[config.mk]
export PLATFORM = sky130hd
export DESIGN_NAME = conv_accel_hub_flat
export DESIGN_NICKNAME = d
export VERILOG_FILES = /design/src/rtl/conv_accel_hub_if.sv /design/src/rtl/conv_accel_hub.sv /design/src/flat_wrapper.sv
export SDC_FILE = /design/constraint.sdc
export NUM_CORES = 1
export LEC_CHECK = 0
export CAP_MARGIN = 20
export CELL_PAD_IN_SITES_DETAIL_PLACEMENT = 1
export CELL_PAD_IN_SITES_GLOBAL_PLACEMENT = 2
export CORE_MARGIN = 2
export CORE_UTILIZATION = 39
export DETAILED_ROUTE_END_ITERATION = 16
export PLACE_DENSITY = 0.81
export SYNTH_ARGS = -nofsm -noshare
export SYNTH_HDL_FRONTEND = slang
export SYNTH_SLANG_ARGS = --single-unit
[constraint.sdc]
create_clock -name Clk -period 2.62 [get_ports Clk]
set_input_delay 0.262 -clock Clk [delete_from_list [all_inputs] [get_ports Clk]]
set_output_delay 0.262 -clock Clk [all_outputs]
set_load 0.02 [all_outputs]
[src/rtl/conv_accel_hub_if.sv]
// Host and lane signal bundle for conv_accel_hub; the hub connects through the slave modport,
// the host/lane side through the master modport.
interface conv_accel_hub_if #(
  parameter int DATA_W = 16,
  parameter int NUM_CH = 2,
  parameter int CH_W   = (NUM_CH > 1) ? $clog2(NUM_CH) : 1
) ();
  logic [DATA_W-1:0]        dataInput;
  logic                     wr;
  logic                     newline;
  logic                     cStart;
  logic                     FULL;
  logic                     EMPTY;
  logic                     cReady;
  logic                     ovf;
  logic [NUM_CH*DATA_W-1:0] ch_data;
  logic [NUM_CH-1:0]        ch_newline;
  logic [NUM_CH-1:0]        ch_valid;
  logic [NUM_CH-1:0]        ch_ready;
  logic [NUM_CH*DATA_W-1:0] ch_sum;
  logic [NUM_CH-1:0]        ch_sum_valid;
  logic [NUM_CH-1:0]        ch_sum_ack;
  logic [DATA_W-1:0]        finalsum;
  logic [CH_W-1:0]          finalsum_ch;
  logic                     sum_valid;
  logic                     sum_rd;

  modport slave (
    input  dataInput, wr, newline, cStart, ch_ready, ch_sum, ch_sum_valid, sum_rd,
    output FULL, EMPTY, cReady, ovf, ch_data, ch_newline, ch_valid, ch_sum_ack,
           finalsum, finalsum_ch, sum_valid
  );

  modport master (
    output dataInput, wr, newline, cStart, ch_ready, ch_sum, ch_sum_valid, sum_rd,
    input  FULL, EMPTY, cReady, ovf, ch_data, ch_newline, ch_valid, ch_sum_ack,
           finalsum, finalsum_ch, sum_valid
  );
endinterface

[src/rtl/conv_accel_hub.sv]
// Buffers tagged host words, deals whole lines round-robin to NUM_CH lanes and collects per-line sums
// into one result register (ack is combinational, result 1 cycle later). CONV_HUB_OVF_EN adds sticky ovf.
module conv_accel_hub #(
  parameter int DATA_W          = 16,
  parameter int FIFO_DEPTH      = 16,
  parameter int NUM_CH          = 2,
  parameter int LINES_PER_FRAME = 8
) (
  input  logic            Clk,
  input  logic            Rst,
  conv_accel_hub_if.slave bus
);
  localparam int CH_W  = (NUM_CH > 1) ? $clog2(NUM_CH) : 1;
  localparam int AW    = $clog2(FIFO_DEPTH);
  localparam int CNT_W = $clog2(LINES_PER_FRAME + 1);

  localparam logic [AW:0]      DEPTH_C     = (AW+1)'(FIFO_DEPTH);
  localparam logic [CNT_W-1:0] LPF_C       = CNT_W'(LINES_PER_FRAME);
  localparam logic [CNT_W-1:0] LAST_LINE_C = CNT_W'(LINES_PER_FRAME - 1);
  localparam logic [CH_W-1:0]  CUR_MAX_C   = CH_W'(NUM_CH - 1);

  typedef enum logic [1:0] {S_IDLE = 2'd0, S_RUN = 2'd1, S_WAIT = 2'd2, S_DONE = 2'd3} state_t;

  logic [DATA_W:0]     mem_q [FIFO_DEPTH];
  logic [AW-1:0]       wptr_q, wptr_d, rptr_q, rptr_d;
  logic [AW:0]         count_q, count_d;
  state_t              state_q, state_d;
  logic [CH_W-1:0]     cur_q, cur_d;
  logic [CNT_W-1:0]    line_cnt_q, line_cnt_d;
  logic [CNT_W-1:0]    sum_cnt_q, sum_cnt_d;
  logic [DATA_W-1:0]   finalsum_q, finalsum_d;
  logic [CH_W-1:0]     finalsum_ch_q, finalsum_ch_d;
  logic                sum_valid_q, sum_valid_d;
  logic                cready_q, cready_d;

  logic                full, empty, push, xfer;
  logic [DATA_W-1:0]   head_dat;
  logic                head_nl;
  logic [NUM_CH*DATA_W-1:0] ch_data;
  logic [NUM_CH-1:0]   ch_valid, ch_newline, ack;
  logic                ld;
  logic [CH_W-1:0]     sel;
  logic [DATA_W-1:0]   ld_sum;

  assign full     = (count_q == DEPTH_C);
  assign empty    = (count_q == '0);
  assign push     = bus.wr && !full;
  assign head_dat = mem_q[rptr_q][DATA_W-1:0];
  assign head_nl  = mem_q[rptr_q][DATA_W];

  // Only the current lane sees the FIFO head; the others stay idle.
  always_comb begin
    ch_valid   = '0;
    ch_newline = '0;
    ch_data    = '0;
    xfer       = 1'b0;
    for (int i = 0; i < NUM_CH; i++) begin
      if (state_q == S_RUN && CH_W'(i) == cur_q) begin
        ch_valid[i]                  = !empty;
        ch_newline[i]                = head_nl;
        ch_data[i*DATA_W +: DATA_W]  = head_dat;
        xfer                         = !empty && bus.ch_ready[i];
      end
    end
  end

  // Fixed priority: the descending scan leaves the lowest pending lane selected.
  always_comb begin
    ack    = '0;
    ld     = 1'b0;
    sel    = '0;
    ld_sum = '0;
    if (state_q != S_IDLE && (!sum_valid_q || bus.sum_rd)) begin
      for (int i = NUM_CH - 1; i >= 0; i--) begin
        if (bus.ch_sum_valid[i]) begin
          ack    = '0;
          ack[i] = 1'b1;
          ld     = 1'b1;
          sel    = CH_W'(i);
          ld_sum = bus.ch_sum[i*DATA_W +: DATA_W];
        end
      end
    end
  end

  always_comb begin
    wptr_d = push ? wptr_q + 1'b1 : wptr_q;
    rptr_d = xfer ? rptr_q + 1'b1 : rptr_q;
    count_d = count_q;
    if (push && !xfer)      count_d = count_q + 1'b1;
    else if (xfer && !push) count_d = count_q - 1'b1;

    state_d       = state_q;
    cur_d         = cur_q;
    line_cnt_d    = line_cnt_q;
    sum_cnt_d     = sum_cnt_q;
    finalsum_d    = finalsum_q;
    finalsum_ch_d = finalsum_ch_q;
    sum_valid_d   = sum_valid_q;
    cready_d      = 1'b0;

    if (ld) begin
      finalsum_d    = ld_sum;
      finalsum_ch_d = sel;
      sum_valid_d   = 1'b1;
      if (sum_cnt_q != LPF_C) sum_cnt_d = sum_cnt_q + 1'b1;
    end else if (bus.sum_rd) begin
      sum_valid_d = 1'b0;
    end

    case (state_q)
      S_IDLE: begin
        cur_d      = '0;
        line_cnt_d = '0;
        sum_cnt_d  = '0;
        if (bus.cStart) state_d = S_RUN;
      end
      S_RUN: begin
        if (xfer && head_nl) begin
          line_cnt_d = line_cnt_q + 1'b1;
          cur_d      = (cur_q == CUR_MAX_C) ? '0 : cur_q + 1'b1;
          if (line_cnt_q == LAST_LINE_C) state_d = S_WAIT;
        end
      end
      S_WAIT: begin
        if (sum_cnt_d == LPF_C) state_d = S_DONE;
      end
      S_DONE: begin
        cready_d = 1'b1;
        state_d  = S_IDLE;
      end
      default: state_d = S_IDLE;
    endcase
  end

  always_ff @(posedge Clk) begin
    if (push) mem_q[wptr_q] <= {bus.newline, bus.dataInput};
  end

  always_ff @(posedge Clk) begin
    if (!Rst) begin
      wptr_q        <= '0;
      rptr_q        <= '0;
      count_q       <= '0;
      state_q       <= S_IDLE;
      cur_q         <= '0;
      line_cnt_q    <= '0;
      sum_cnt_q     <= '0;
      finalsum_q    <= '0;
      finalsum_ch_q <= '0;
      sum_valid_q   <= 1'b0;
      cready_q      <= 1'b0;
    end else begin
      wptr_q        <= wptr_d;
      rptr_q        <= rptr_d;
      count_q       <= count_d;
      state_q       <= state_d;
      cur_q         <= cur_d;
      line_cnt_q    <= line_cnt_d;
      sum_cnt_q     <= sum_cnt_d;
      finalsum_q    <= finalsum_d;
      finalsum_ch_q <= finalsum_ch_d;
      sum_valid_q   <= sum_valid_d;
      cready_q      <= cready_d;
    end
  end

`ifdef CONV_HUB_OVF_EN
  logic       ovf_q, ovf_d;
  logic [7:0] drop_cnt_q, drop_cnt_d;

  always_comb begin
    ovf_d      = ovf_q | (bus.wr & full);
    drop_cnt_d = drop_cnt_q;
    if (bus.wr && full && drop_cnt_q != 8'hFF) drop_cnt_d = drop_cnt_q + 8'd1;
  end

  always_ff @(posedge Clk) begin
    if (!Rst) begin
      ovf_q      <= 1'b0;
      drop_cnt_q <= '0;
    end else begin
      ovf_q      <= ovf_d;
      drop_cnt_q <= drop_cnt_d;
    end
  end

  assign bus.ovf = ovf_q;
`else
  assign bus.ovf = 1'b0;
`endif

  assign bus.FULL        = full;
  assign bus.EMPTY       = empty;
  assign bus.cReady      = cready_q;
  assign bus.ch_data     = ch_data;
  assign bus.ch_newline  = ch_newline;
  assign bus.ch_valid    = ch_valid;
  assign bus.ch_sum_ack  = ack;
  assign bus.finalsum    = finalsum_q;
  assign bus.finalsum_ch = finalsum_ch_q;
  assign bus.sum_valid   = sum_valid_q;
endmodule

[src/flat_wrapper.sv]
// flat-port wrapper written by rule: the top's interface ports become plain ports
module conv_accel_hub_flat 
#(
  parameter int DATA_W          = 16,
  parameter int FIFO_DEPTH      = 16,
  parameter int NUM_CH          = 2,
  parameter int LINES_PER_FRAME = 8
)
  (Clk, Rst, bus_dataInput, bus_wr, bus_newline, bus_cStart, bus_ch_ready, bus_ch_sum, bus_ch_sum_valid, bus_sum_rd, bus_FULL, bus_EMPTY, bus_cReady, bus_ovf, bus_ch_data, bus_ch_newline, bus_ch_valid, bus_ch_sum_ack, bus_finalsum, bus_finalsum_ch, bus_sum_valid);
  conv_accel_hub_if #(.DATA_W(DATA_W), .NUM_CH(NUM_CH)) bus_i ();
  input  logic Clk;
  input  logic Rst;
  input wire logic [$bits(bus_i.dataInput)-1:0] bus_dataInput;
  input wire logic [$bits(bus_i.wr)-1:0] bus_wr;
  input wire logic [$bits(bus_i.newline)-1:0] bus_newline;
  input wire logic [$bits(bus_i.cStart)-1:0] bus_cStart;
  input wire logic [$bits(bus_i.ch_ready)-1:0] bus_ch_ready;
  input wire logic [$bits(bus_i.ch_sum)-1:0] bus_ch_sum;
  input wire logic [$bits(bus_i.ch_sum_valid)-1:0] bus_ch_sum_valid;
  input wire logic [$bits(bus_i.sum_rd)-1:0] bus_sum_rd;
  output wire logic [$bits(bus_i.FULL)-1:0] bus_FULL;
  output wire logic [$bits(bus_i.EMPTY)-1:0] bus_EMPTY;
  output wire logic [$bits(bus_i.cReady)-1:0] bus_cReady;
  output wire logic [$bits(bus_i.ovf)-1:0] bus_ovf;
  output wire logic [$bits(bus_i.ch_data)-1:0] bus_ch_data;
  output wire logic [$bits(bus_i.ch_newline)-1:0] bus_ch_newline;
  output wire logic [$bits(bus_i.ch_valid)-1:0] bus_ch_valid;
  output wire logic [$bits(bus_i.ch_sum_ack)-1:0] bus_ch_sum_ack;
  output wire logic [$bits(bus_i.finalsum)-1:0] bus_finalsum;
  output wire logic [$bits(bus_i.finalsum_ch)-1:0] bus_finalsum_ch;
  output wire logic [$bits(bus_i.sum_valid)-1:0] bus_sum_valid;
  assign bus_i.dataInput = bus_dataInput;
  assign bus_i.wr = bus_wr;
  assign bus_i.newline = bus_newline;
  assign bus_i.cStart = bus_cStart;
  assign bus_i.ch_ready = bus_ch_ready;
  assign bus_i.ch_sum = bus_ch_sum;
  assign bus_i.ch_sum_valid = bus_ch_sum_valid;
  assign bus_i.sum_rd = bus_sum_rd;
  assign bus_FULL = bus_i.FULL;
  assign bus_EMPTY = bus_i.EMPTY;
  assign bus_cReady = bus_i.cReady;
  assign bus_ovf = bus_i.ovf;
  assign bus_ch_data = bus_i.ch_data;
  assign bus_ch_newline = bus_i.ch_newline;
  assign bus_ch_valid = bus_i.ch_valid;
  assign bus_ch_sum_ack = bus_i.ch_sum_ack;
  assign bus_finalsum = bus_i.finalsum;
  assign bus_finalsum_ch = bus_i.finalsum_ch;
  assign bus_sum_valid = bus_i.sum_valid;
  conv_accel_hub #(.DATA_W(DATA_W), .FIFO_DEPTH(FIFO_DEPTH), .NUM_CH(NUM_CH), .LINES_PER_FRAME(LINES_PER_FRAME)) u_core (.Clk(Clk), .Rst(Rst), .bus(bus_i));
endmodule
==> impl_metrics.py <==
metrics = {
    "route": {
        "via_count": 7283,
        "drt_wl_total_um": 33100,
        "ant_nets": 0,
        "dr.pass1.iters": 5,
        "drcViolationCount": 0,
        "drt_iter0_drc": 634,
        "post_drt_wl_per_cell_um": 24.2,
        "vias_per_cell": 5.32,
    },
    "clock_network": {
        "clock-sinks": 319,
        "hold_buffers": 0,
        "cts_buffer_depth": 3,
        "clkTransAtPathRegs_ps": 60,
        "cts_made_buffers": 35,
        "cts_tree": "yes",
        "clock_latency_ps": 510,
        "cts.htree.levels": 2,
        "cts_root_buf": "clkbuf_16",
    },
    "die": {
        "die_h_um": 186,
        "io_pins": 118,
        "die_w_um": 186,
        "rows": 66,
        "start_util": 0.395,
        "core_sq_um": 32500,
        "dieArea_sq_um": 34500,
    },
    "timing": {
        "fin_crit_ps": 2860,
        "drv_slew": 0,
        "worstMarginPinSlew_ps": 543,
        "maxSlewHeadroom": 0.637,
        "hold_viol": 0,
        "period_share": 1.09,
        "fmax_mhz": 350,
        "finalSetupViolCount": 37,
        "worst_slack_ps": -237,
        "rsz0062_at_grt": "true",
        "finClkSkew_ps": 12.5,
    },
    "min_path": {
        "worstHoldPathType": "flip-flop to flip-flop",
    },
    "setup_path": {
        "worstSetupEndpointType": "output port",
        "cp.arrival_ps": 2600,
        "criticalPathCategory": "flip-flop to output port",
        "crit_fanout": 8,
        "required_ps": 2360,
        "start_kind": "flip-flop",
    },
    "layout": {
        "num_antenna_cells": 0,
        "nets": 981,
        "syn_to_final_growth_pct": 30.1,
        "drive_above_1_share": 0.354,
        "post_layout_nonfiller_instances": 1369,
        "fillerInstances": 3047,
    },
    "run_status": {
        "status": "complete, but fails checks",
        "violations": "negative setup slack",
    },
    "grt": {
        "grt_pass1_vias": 7595,
        "grt_remaining_overflow": 0,
        "antenna_found_initial": 1,
        "grt_max_degree": 33,
        "grtUsageTotal": 0.194,
        "grt_pass1_wl_um": 48600,
    },
    "placed_design": {
        "hpwl_um": 20300,
        "dp.cells": 1292,
        "gp_congestion": 0.731,
        "port-buffer-count": 116,
    },
    "logic_synthesis": {
        "synth_area_leaders": "edfxtp_1 63%, mux4_2 15%, dfxtp_1 7.3%",
        "yosys_warnings": 0,
        "yosys.area.top_type": "edfxtp_1",
        "syn_inst": 702,
        "ys_ff_latch": 319,
        "yosysSeqAreaShare": 0.708,
        "synth_area_per_cell_sq_um": 18.3,
        "syn_nets": 777,
        "synth_top_area_share": 0.635,
        "netlist_area_sq_um": 12900,
        "yosys.cell_types.count": 44,
    },
    "pwr": {
        "power_density_nw_per_um2": 859,
        "peakVddDrop_uv": 541,
        "p_leak_uw": 0.00579,
        "finalPower_uw": 14400,
    },
    "job": {
        "cap_viol_max_count": 0,
    },
}
[registers in the layout, indices dropped and copies added (netlist names), named ones only]
name,cells
u_core.bus.finalsum_ch,1
u_core.bus.finalsum,16
u_core.cur_q,1
u_core.state_q,2
u_core.count_q,5
u_core.mem_q,272
u_core.sum_cnt_q,4
u_core.bus.sum_valid,1
u_core.line_cnt_q,4
u_core.bus.cReady,1
u_core.rptr_q,4
u_core.wptr_q,4
[metrics by stage]
stage	worst slack, ps	hold slack [ps]	util	TNS (ps)	area [sq um]
CTS	-301	479	0.510	-8590	16600
finish	-237	487	0.515	-5820	16700
floorplan	-131	361	-	-131	12900
detailed placement	-133	483	0.466	-2410	15200
global route	-290	504	0.515	-8150	16700
global placement	-89.1	462	0.466	-1550	15200
[cells in the mapped netlist, drive strengths merged]
cell / number
mux2i: 4
fa: 1
o211a: 16
nor4: 1
xor2: 4
or2: 1
o311a: 1
nand3: 3
a21o: 1
dfxtp: 47
inv: 14
a211oi: 1
o32ai: 1
a21oi: 7
conb: 1
mux4: 85
nor4b: 1
edfxtp: 272
clkbuf: 28
nor3b: 1
nor3: 7
buf: 14
nor2b: 11
a21boi: 1
nand4: 2
and2: 27
xnor2: 9
nand2: 37
ha: 16
nand2b: 4
or3: 5
and3: 20
mux2: 2
o21a: 5
a22oi: 14
a221o: 2
o21ai: 7
nor2: 28
a222oi: 1
[metal layers]
metal	routed length, um	track usage	vias to the layer above
met5	13	0	-
met4	442	0.0438	2
met3	1980	0.0364	39
met2	17000	0.342	255
met1	13700	0.250	3793
li1	-	-	3194
[where the power goes]
part	switching, uW	internal [uW]
logic	1760	1910
registers	162	5820
clock network	1940	2790
[cell usage in the layout, fill, tap and decap left out, types with 4 or more instances in the layout]
| master | Yosys | routed |
|---|---|---|
| and2_4 | 0 | 16 |
| buf_12 | 0 | 15 |
| mux2i_1 | 4 | 4 |
| o21ai_0 | 7 | 5 |
| o21a_1 | 5 | 5 |
| mux4_2 | 85 | 85 |
| nand2_1 | 36 | 35 |
| nor2_1 | 28 | 14 |
| and3_1 | 20 | 5 |
| clkbuf_1 | 27 | 6 |
| clkinv_1 | 0 | 5 |
| clkdlybuf4s50_1 | 0 | 80 |
| nor2_2 | 0 | 14 |
| a22oi_1 | 14 | 14 |
| buf_6 | 1 | 37 |
| and2_1 | 27 | 11 |
| and3_4 | 0 | 15 |
| clkbuf_16 | 0 | 35 |
| ha_1 | 16 | 14 |
| nand2b_1 | 4 | 4 |
| nor2b_1 | 11 | 10 |
| xor2_1 | 4 | 4 |
| dfxtp_1 | 47 | 44 |
| a21oi_1 | 7 | 5 |
| edfxtp_1 | 272 | 272 |
| or3_1 | 5 | 4 |
| o211a_1 | 16 | 16 |
| buf_4 | 2 | 71 |
| xnor2_1 | 9 | 9 |
| inv_1 | 14 | 12 |
| nor3_2 | 0 | 5 |
[path summary, 6_finish.rpt]
kind | cells past startpoint | to | slack (ps) | start
setup / recovery | 6 | bus_ch_data[26] | -240 | flip-flop
hold / removal | 2 | u_core.line_cnt_q[3]$_SDFFE_PN0P_ | 490 | u_core.line_cnt_q[3]$_SDFFE_PN0P_
setup reg to reg | 11 | u_core.state_q[1]$_SDFFE_PN0P_ | -10 | flip-flop
hold reg to reg | 2 | u_core.line_cnt_q[3]$_SDFFE_PN0P_ | 490 | u_core.line_cnt_q[3]$_SDFFE_PN0P_
[cell type report]
cell class / instances / area [sq um] / area share
Multi-Input combinational cell: 327 / 3760 / 0.225
Clock inverter: 16 / 183 / 0.0109
Tap cell: 442 / 553 / 0.0330
Timing Repair Buffer: 209 / 2160 / 0.129
Clock buffer: 42 / 912 / 0.0545
Inverter: 14 / 57.6 / 0.00344
Sequential cell: 319 / 9110 / 0.544
[critical path, cell delays in order, from the launching register on]
cell	delay, ps
dfxtp_4	370
buf_12	160
buf_12	150
mux4_2	520
mux4_2	530
and3_4	210
buf_6	120
[logic make-up (layout without fill, tap and decap cells)]
group | count (synthesis) | after routing | synth area share
buffers and inverters | 56 | 281 | 0.0187
AND/OR/NAND/NOR | 148 | 148 | 0.0588
XOR/XNOR | 13 | 13 | 0.00885
flip-flops | 319 | 319 | 0.708
AO/OA/AOI/OAI | 57 | 57 | 0.0346
multiplexers | 91 | 91 | 0.154
adder cells (fa/ha/maj) | 17 | 17 | 0.0171
other | 1 | 1 | 0.000291
[what timing repair did]
action | CTS | global route
pin swaps | 14 | 12
gates cloned | 5 | 0
resized for setup | 216 | 51
buffers inserted | 9 | 8
endpoints found under the setup margin | 37 | 40
No activity file was read; power rests on OpenSTA's default activity.
